===== src/rtl/control_sequencer.sv =====
// ============================================================================
// Module  : control_sequencer
// Brief   : Microinstruction decoder and microcode step counter with early end,
//           halt, and a device wait handshake with optional timeout.
// Revision: 1.0 - initial release
// ============================================================================
`default_nettype none

module control_sequencer #(
    parameter int STEP_BITS  = 3,
    parameter int MAX_STEP   = 7,
    parameter int DEV_IDX    = 6,
    parameter int WAIT_LIMIT = 255,
    parameter int WAIT_BITS  = 8
) (
    input  logic                 clk,
    input  logic                 reset,
    input  logic [15:0]          i_uinstr,
    input  logic                 i_flag_z,
    input  logic                 i_flag_c,
    input  logic                 i_flag_lt,
    input  logic                 i_dev_ready,
    input  logic                 i_halt,
    output logic [STEP_BITS-1:0] o_step,
    output logic                 o_eo_n,
    output logic [5:0]           o_alu_flags,
    output logic [7:0]           o_bus_out_en_n,
    output logic [7:0]           o_bus_in_en_n,
    output logic                 o_rt,
    output logic                 o_pp,
    output logic                 o_jump,
    output logic                 o_instr_done,
    output logic                 o_stalled,
    output logic                 o_timeout
);

    localparam logic [STEP_BITS-1:0] c_MAX_STEP   = MAX_STEP[STEP_BITS-1:0];
    localparam logic [STEP_BITS-1:0] c_STEP_ONE   = {{(STEP_BITS-1){1'b0}}, 1'b1};
    localparam logic [2:0]           c_DEV_IDX    = DEV_IDX[2:0];
    localparam logic [WAIT_BITS-1:0] c_WAIT_LIMIT = WAIT_LIMIT[WAIT_BITS-1:0];
    localparam logic [WAIT_BITS-1:0] c_WAIT_ONE   = {{(WAIT_BITS-1){1'b0}}, 1'b1};
    localparam logic                 c_TIMEOUT_EN = (WAIT_LIMIT != 0);

    logic [STEP_BITS-1:0] r_step;
    logic [WAIT_BITS-1:0] r_wait_cnt;
    logic                 r_timeout;

    logic       w_eo_n;
    logic [2:0] w_out_sel;
    logic [2:0] w_in_sel;
    logic       w_end;
    logic       w_dev_access;
    logic       w_force;
    logic       w_stall;
    logic       w_active;
    logic       w_rt;
    logic       w_last;
    logic       w_unused;

    assign w_eo_n    = i_uinstr[15];
    assign w_out_sel = i_uinstr[14:12];
    assign w_in_sel  = i_uinstr[8:6];
    assign w_end     = i_uinstr[1];
    assign w_unused  = i_uinstr[0];

    assign w_dev_access = (w_eo_n && (w_out_sel == c_DEV_IDX)) || (w_in_sel == c_DEV_IDX);
    assign w_force      = c_TIMEOUT_EN && (r_wait_cnt == c_WAIT_LIMIT);
    assign w_stall      = w_dev_access && !i_dev_ready && !w_force;
    assign w_active     = !reset && !i_halt && !w_stall;
    assign w_rt         = w_active && w_eo_n && i_uinstr[11];
    assign w_last       = w_end || w_rt || (r_step == c_MAX_STEP);

    // Sources stay driven while held so the bus value is stable across a stall.
    always_comb begin
        o_bus_out_en_n = 8'hFF;
        o_bus_in_en_n  = 8'hFF;
        if (!reset && w_eo_n) begin
            o_bus_out_en_n = ~(8'h01 << w_out_sel);
        end
        if (w_active && (w_in_sel != 3'd0)) begin
            o_bus_in_en_n = ~(8'h01 << w_in_sel);
        end
    end

    assign o_step       = r_step;
    assign o_eo_n       = w_eo_n;
    assign o_alu_flags  = i_uinstr[14:9];
    assign o_rt         = w_rt;
    assign o_pp         = w_active && w_eo_n && i_uinstr[10];
    assign o_jump       = w_active && ((i_uinstr[5] && i_flag_c) ||
                                       (i_uinstr[4] && i_flag_z) ||
                                       (i_uinstr[3] && !i_flag_z && !i_flag_lt) ||
                                       (i_uinstr[2] && i_flag_lt));
    assign o_instr_done = w_active && w_last;
    assign o_stalled    = !reset && w_stall;
    assign o_timeout    = r_timeout;

    always_ff @(posedge clk) begin
        if (reset) begin
            r_step <= '0;
        end else if (!i_halt && !w_stall) begin
            r_step <= w_last ? '0 : r_step + c_STEP_ONE;
        end
    end

    // Halt freezes an in-progress wait so the count resumes where it left off.
    always_ff @(posedge clk) begin
        if (reset) begin
            r_wait_cnt <= '0;
        end else if (!w_stall) begin
            r_wait_cnt <= '0;
        end else if (!i_halt && (r_wait_cnt != c_WAIT_LIMIT)) begin
            r_wait_cnt <= r_wait_cnt + c_WAIT_ONE;
        end
    end

    always_ff @(posedge clk) begin
        if (reset) begin
            r_timeout <= 1'b0;
        end else if (w_force && w_dev_access && !i_dev_ready && !i_halt) begin
            r_timeout <= 1'b1;
        end
    end

endmodule

`default_nettype wire

===== config.mk =====
export PLATFORM = sky130hd
export DESIGN_NAME = control_sequencer
export DESIGN_NICKNAME = d
export VERILOG_FILES = /design/src/rtl/control_sequencer.sv
export SDC_FILE = /design/constraint.sdc
export NUM_CORES = 1
export LEC_CHECK = 0
export BUFFER_PORTS_ARGS = -buffer_cell sky130_fd_sc_hd__buf_2
export CORE_AREA = 3 3 48 58
export DETAILED_ROUTE_END_ITERATION = 16
export DIE_AREA = 0 0 51 61
export PLACE_DENSITY = 0.77
export SLEW_MARGIN = 20
export SYNTH_ARGS = -nofsm -noshare
export SYNTH_HDL_FRONTEND = slang
export SYNTH_SLANG_ARGS = --single-unit

===== constraint.sdc =====
create_clock -name clk -period 3.1 [get_ports clk]
set_input_delay 0.465 -clock clk [delete_from_list [all_inputs] [get_ports clk]]
set_output_delay 0.465 -clock clk [all_outputs]
set_load 0.02 [all_outputs]

==> summary.txt <==
Pwr
  – Power Dens Cells: slightly below 300 mW/mm²
  – Logic pwr share: between 20% and 30%
  – Sw Pwr: approximately 110 µW
  – Sw Share: just under 30%
  – P_leak: 0.000492 µW
  – Peak VDD IR: roughly 0.19 mV
  – Int Pwr: 256 µW
  – Sequential share of power: approximately 43%
  – Clock power share: about a third

Timing
  – Max Fclk: 0.410 GHz
  – Worst slew pin tran: approximately 600 ps
  – Count of pins over their slew limit: 0
  – # setup viols final: 0
  – Setup TNS: 0 ps
  – Final cycle utilization of the critical path: 78.7%
  – Setup Skew: 1.06 ps
  – Setup repair after global routing missed its margin: no
  – Minimum clock period: 2440 ps
  – Final Hold Vio Count: 0
  – Relative slew slack: between 50 and 60%
  – Final worst setup slack: 660 ps

Final layout
  – # diodes: 0
  – Most common cell after layout, fill and taps aside: buf_2
  – Most frequent cells in the layout: buf_2, nand2_1, nor2_1, dfxtp_1
  – Register area: between 200 and 250 µm²
  – Core Util, Final: between 50% and 60%
  – Area growth syn-to-layout: 23.9%
  – Area of the multi-input gates: 662 µm²
  – Fillcell total: ~230
  – Final Net Count: approximately 200
  – Share of cells above drive strength 1: about 40%
  – Non-filler cells, final: 199
  – Post-route cell area: between 0.001 and 0.0015 mm²

Global routing
  – Vias in the first global route: around 1000
  – First-pass GRT wire length: 4320 µm
  – Congestion Overflow GR: 0
  – GRT Overall Usage: about 18%
  – Largest net degree at the start of global routing: 17
  – Initial antenna violation count: 0

Floorplanning
  – Die height: between 60 and 70 µm
  – IO Pins: 55
  – Placement Rows: 19
  – Die area: a little over 0.003 mm²
  – Initial Util: between 40% and 50%
  – Core Area: around 0.0023 mm²
  – Die Width: ~50 µm

Placement
  – Inst Count DP: approximately 200
  – Final Wtd Congestion: 0.782
  – I/O Buffers: 50
  – Pre-CTS setup slack: 951 ps
  – Cell Area, Placed: about 0.0012 mm²
  – Dpl hpwl: a little under 2000 µm

Synth
  – Synth Instances: around 130
  – Seq cells post-synth: 12
  – Post-Syn Area: roughly 1000 µm²
  – Syn_nets: ~150
  – Syn avg cell area: just under 8 µm²
  – Seq/Total Area, Yosys: around 24%
  – Synth Warn #: 0
  – Synth unique cells: 41

Drt
  – Number of antenna-violating nets in the routed design: 0
  – Violation count after the first detailed-route iteration: 11
  – Vias per cell: 5.31
  – Drt pass-1 iters: 4
  – Via count: ~1100
  – DRC viols: 0
  – Drt total wl: 2450 µm
  – Wire per inst: around 12 µm

Clock network
  – Cts hold-fix bufs: 0
  – Sink Count: 12
  – Clock Pin Slew Worst Setup and Hold Paths: 80 ps
  – Root buf cell: clkbuf_4
  – H-tree depth: 1
  – PostCTS Resize Cnt: 0
  – CTS tree: built
  – CTS Buffer Depth: 2
  – Num CTS Buffers: 3
  – Post-CTS setup buffer count: 0
  – Clock Latency Late Sink: roughly 270 ps

Worst setup path
  – Largest fanout on the critical path: 7
  – WP data required: 2630 ps
  – Setup CP Type: flip-flop to primary output
  – CP Capture Type: primary output
  – Crit start category: flip-flop
  – Crit path DAT: around 2000 ps
  – CP cell instances: ha_1 -> nand3_1 -> or2_1 -> a21o_4 -> nor3_2 -> buf_2
  – Largest stage delay, worst path: about 380 ps
  – Slowest stage cell, crit path: or2_1

Outcome
  – Run status: completed

Min path
  – Worst Hold Class: flip-flop to flip-flop

Flow run
  – Max-cap check violation count: 0
-- routing by layer --
layer / part of all wire (%) / global-route usage [%]
met1: 40 / 19.3
met5: 0 / 0
met4: 0.78 / 5.77
met2: 52 / 34.4
met3: 6.8 / 2.95
-- Yosys cell counts (all sizes together) --
master   instances  share of area [%]
a2111oi          1                1.5
a211oi           1                1.3
a21o             2                2.3
a21oi            6                5.3
a222oi           1                1.0
a311oi           1               0.88
and2             1               0.75
and4             2                1.9
and4b            1                1.0
buf             11                8.3
clkbuf           1               0.38
conb             1               0.38
dfxtp           12                 24
ha               3                3.8
inv              3                1.1
mux2i            1                1.0
nand2           15                5.6
nand2b           1               0.63
nand3            8                4.5
nand3b           2                1.5
nand4            8                5.6
nand4b           1                1.5
nor2            14                5.3
nor2b            5                3.1
nor3             7                5.0
nor3b            1               0.75
o2111ai          2                1.8
o211ai           5                3.8
o21ai            3                1.5
or2              1               0.63
or3              1               0.63
xnor2            3                2.6
xor2             1               0.88
-- worst max-delay path: cells and delay by family, from the launching register on --
family | cells | cell delay [ps]
compound gates | 1 | 270
fa+ha+maj | 1 | 190
buf+inv | 1 | 180
flops | 1 | 370
simple gates | 3 | 680
-- power by group through the flow --
stage | Sequential, µW | Clock [µW] | Combinational (µW)
after global routing | 157 | 133 | 91.0
after detailed placement | 161 | 0 | 82.7
final | 157 | 123 | 82.7
after global placement | 160 | 0 | 79.6
after floorplan | 162 | 0 | 55.7
after CTS | 157 | 129 | 82.9
-- path summary, 6_finish.rpt --
kind	startpoint	endpoint	slack [ps]	depth (start not counted)
worst max register to register	o_step[0]$_SDFFE_PP0P_	o_step[1]$_SDFFE_PP0P_	1470	5
worst max-delay path	r_wait_cnt[0]$_SDFFE_PN0P_	o_instr_done	660	6
worst min register to register	o_timeout$_SDFFE_PP0P_	o_timeout$_SDFFE_PP0P_	490	2
worst min-delay path	o_timeout$_SDFFE_PP0P_	o_timeout$_SDFFE_PP0P_	490	2
-- stage by stage --
stage	total power (µW)	hold WS (ps)
CTS	369	494
detailed placement	243	474
global route	381	533
floorplan	217	466
global placement	240	464
finish	363	490
-- flip-flops by register name, summed over array words and instances (netlist names) --
name and flops:
r_wait_cnt 8, o_step 3, o_timeout 1
-- cell families after synthesis --
kind of cell               share of synthesized area, %
AOI/OAI and AO/OA                                  19.1
xor gates and xnor gates                           3.51
other                                             0.375
adders and majority gates                          3.76
buffers and inverters                              9.76
muxes                                              1.00
DFF                                                24.0
and+or+nand+nor                                    38.4
-- final cells by class --
class	count	area share [%]
Multi-Input combinational cell	99	53.4
Timing Repair Buffer	50	20.2
Sequential cell	12	19.4
Tap cell	31	3.13
Clock buffer	4	2.93
Inverter	3	0.909
No activity file was read; power rests on OpenSTA's default activity.
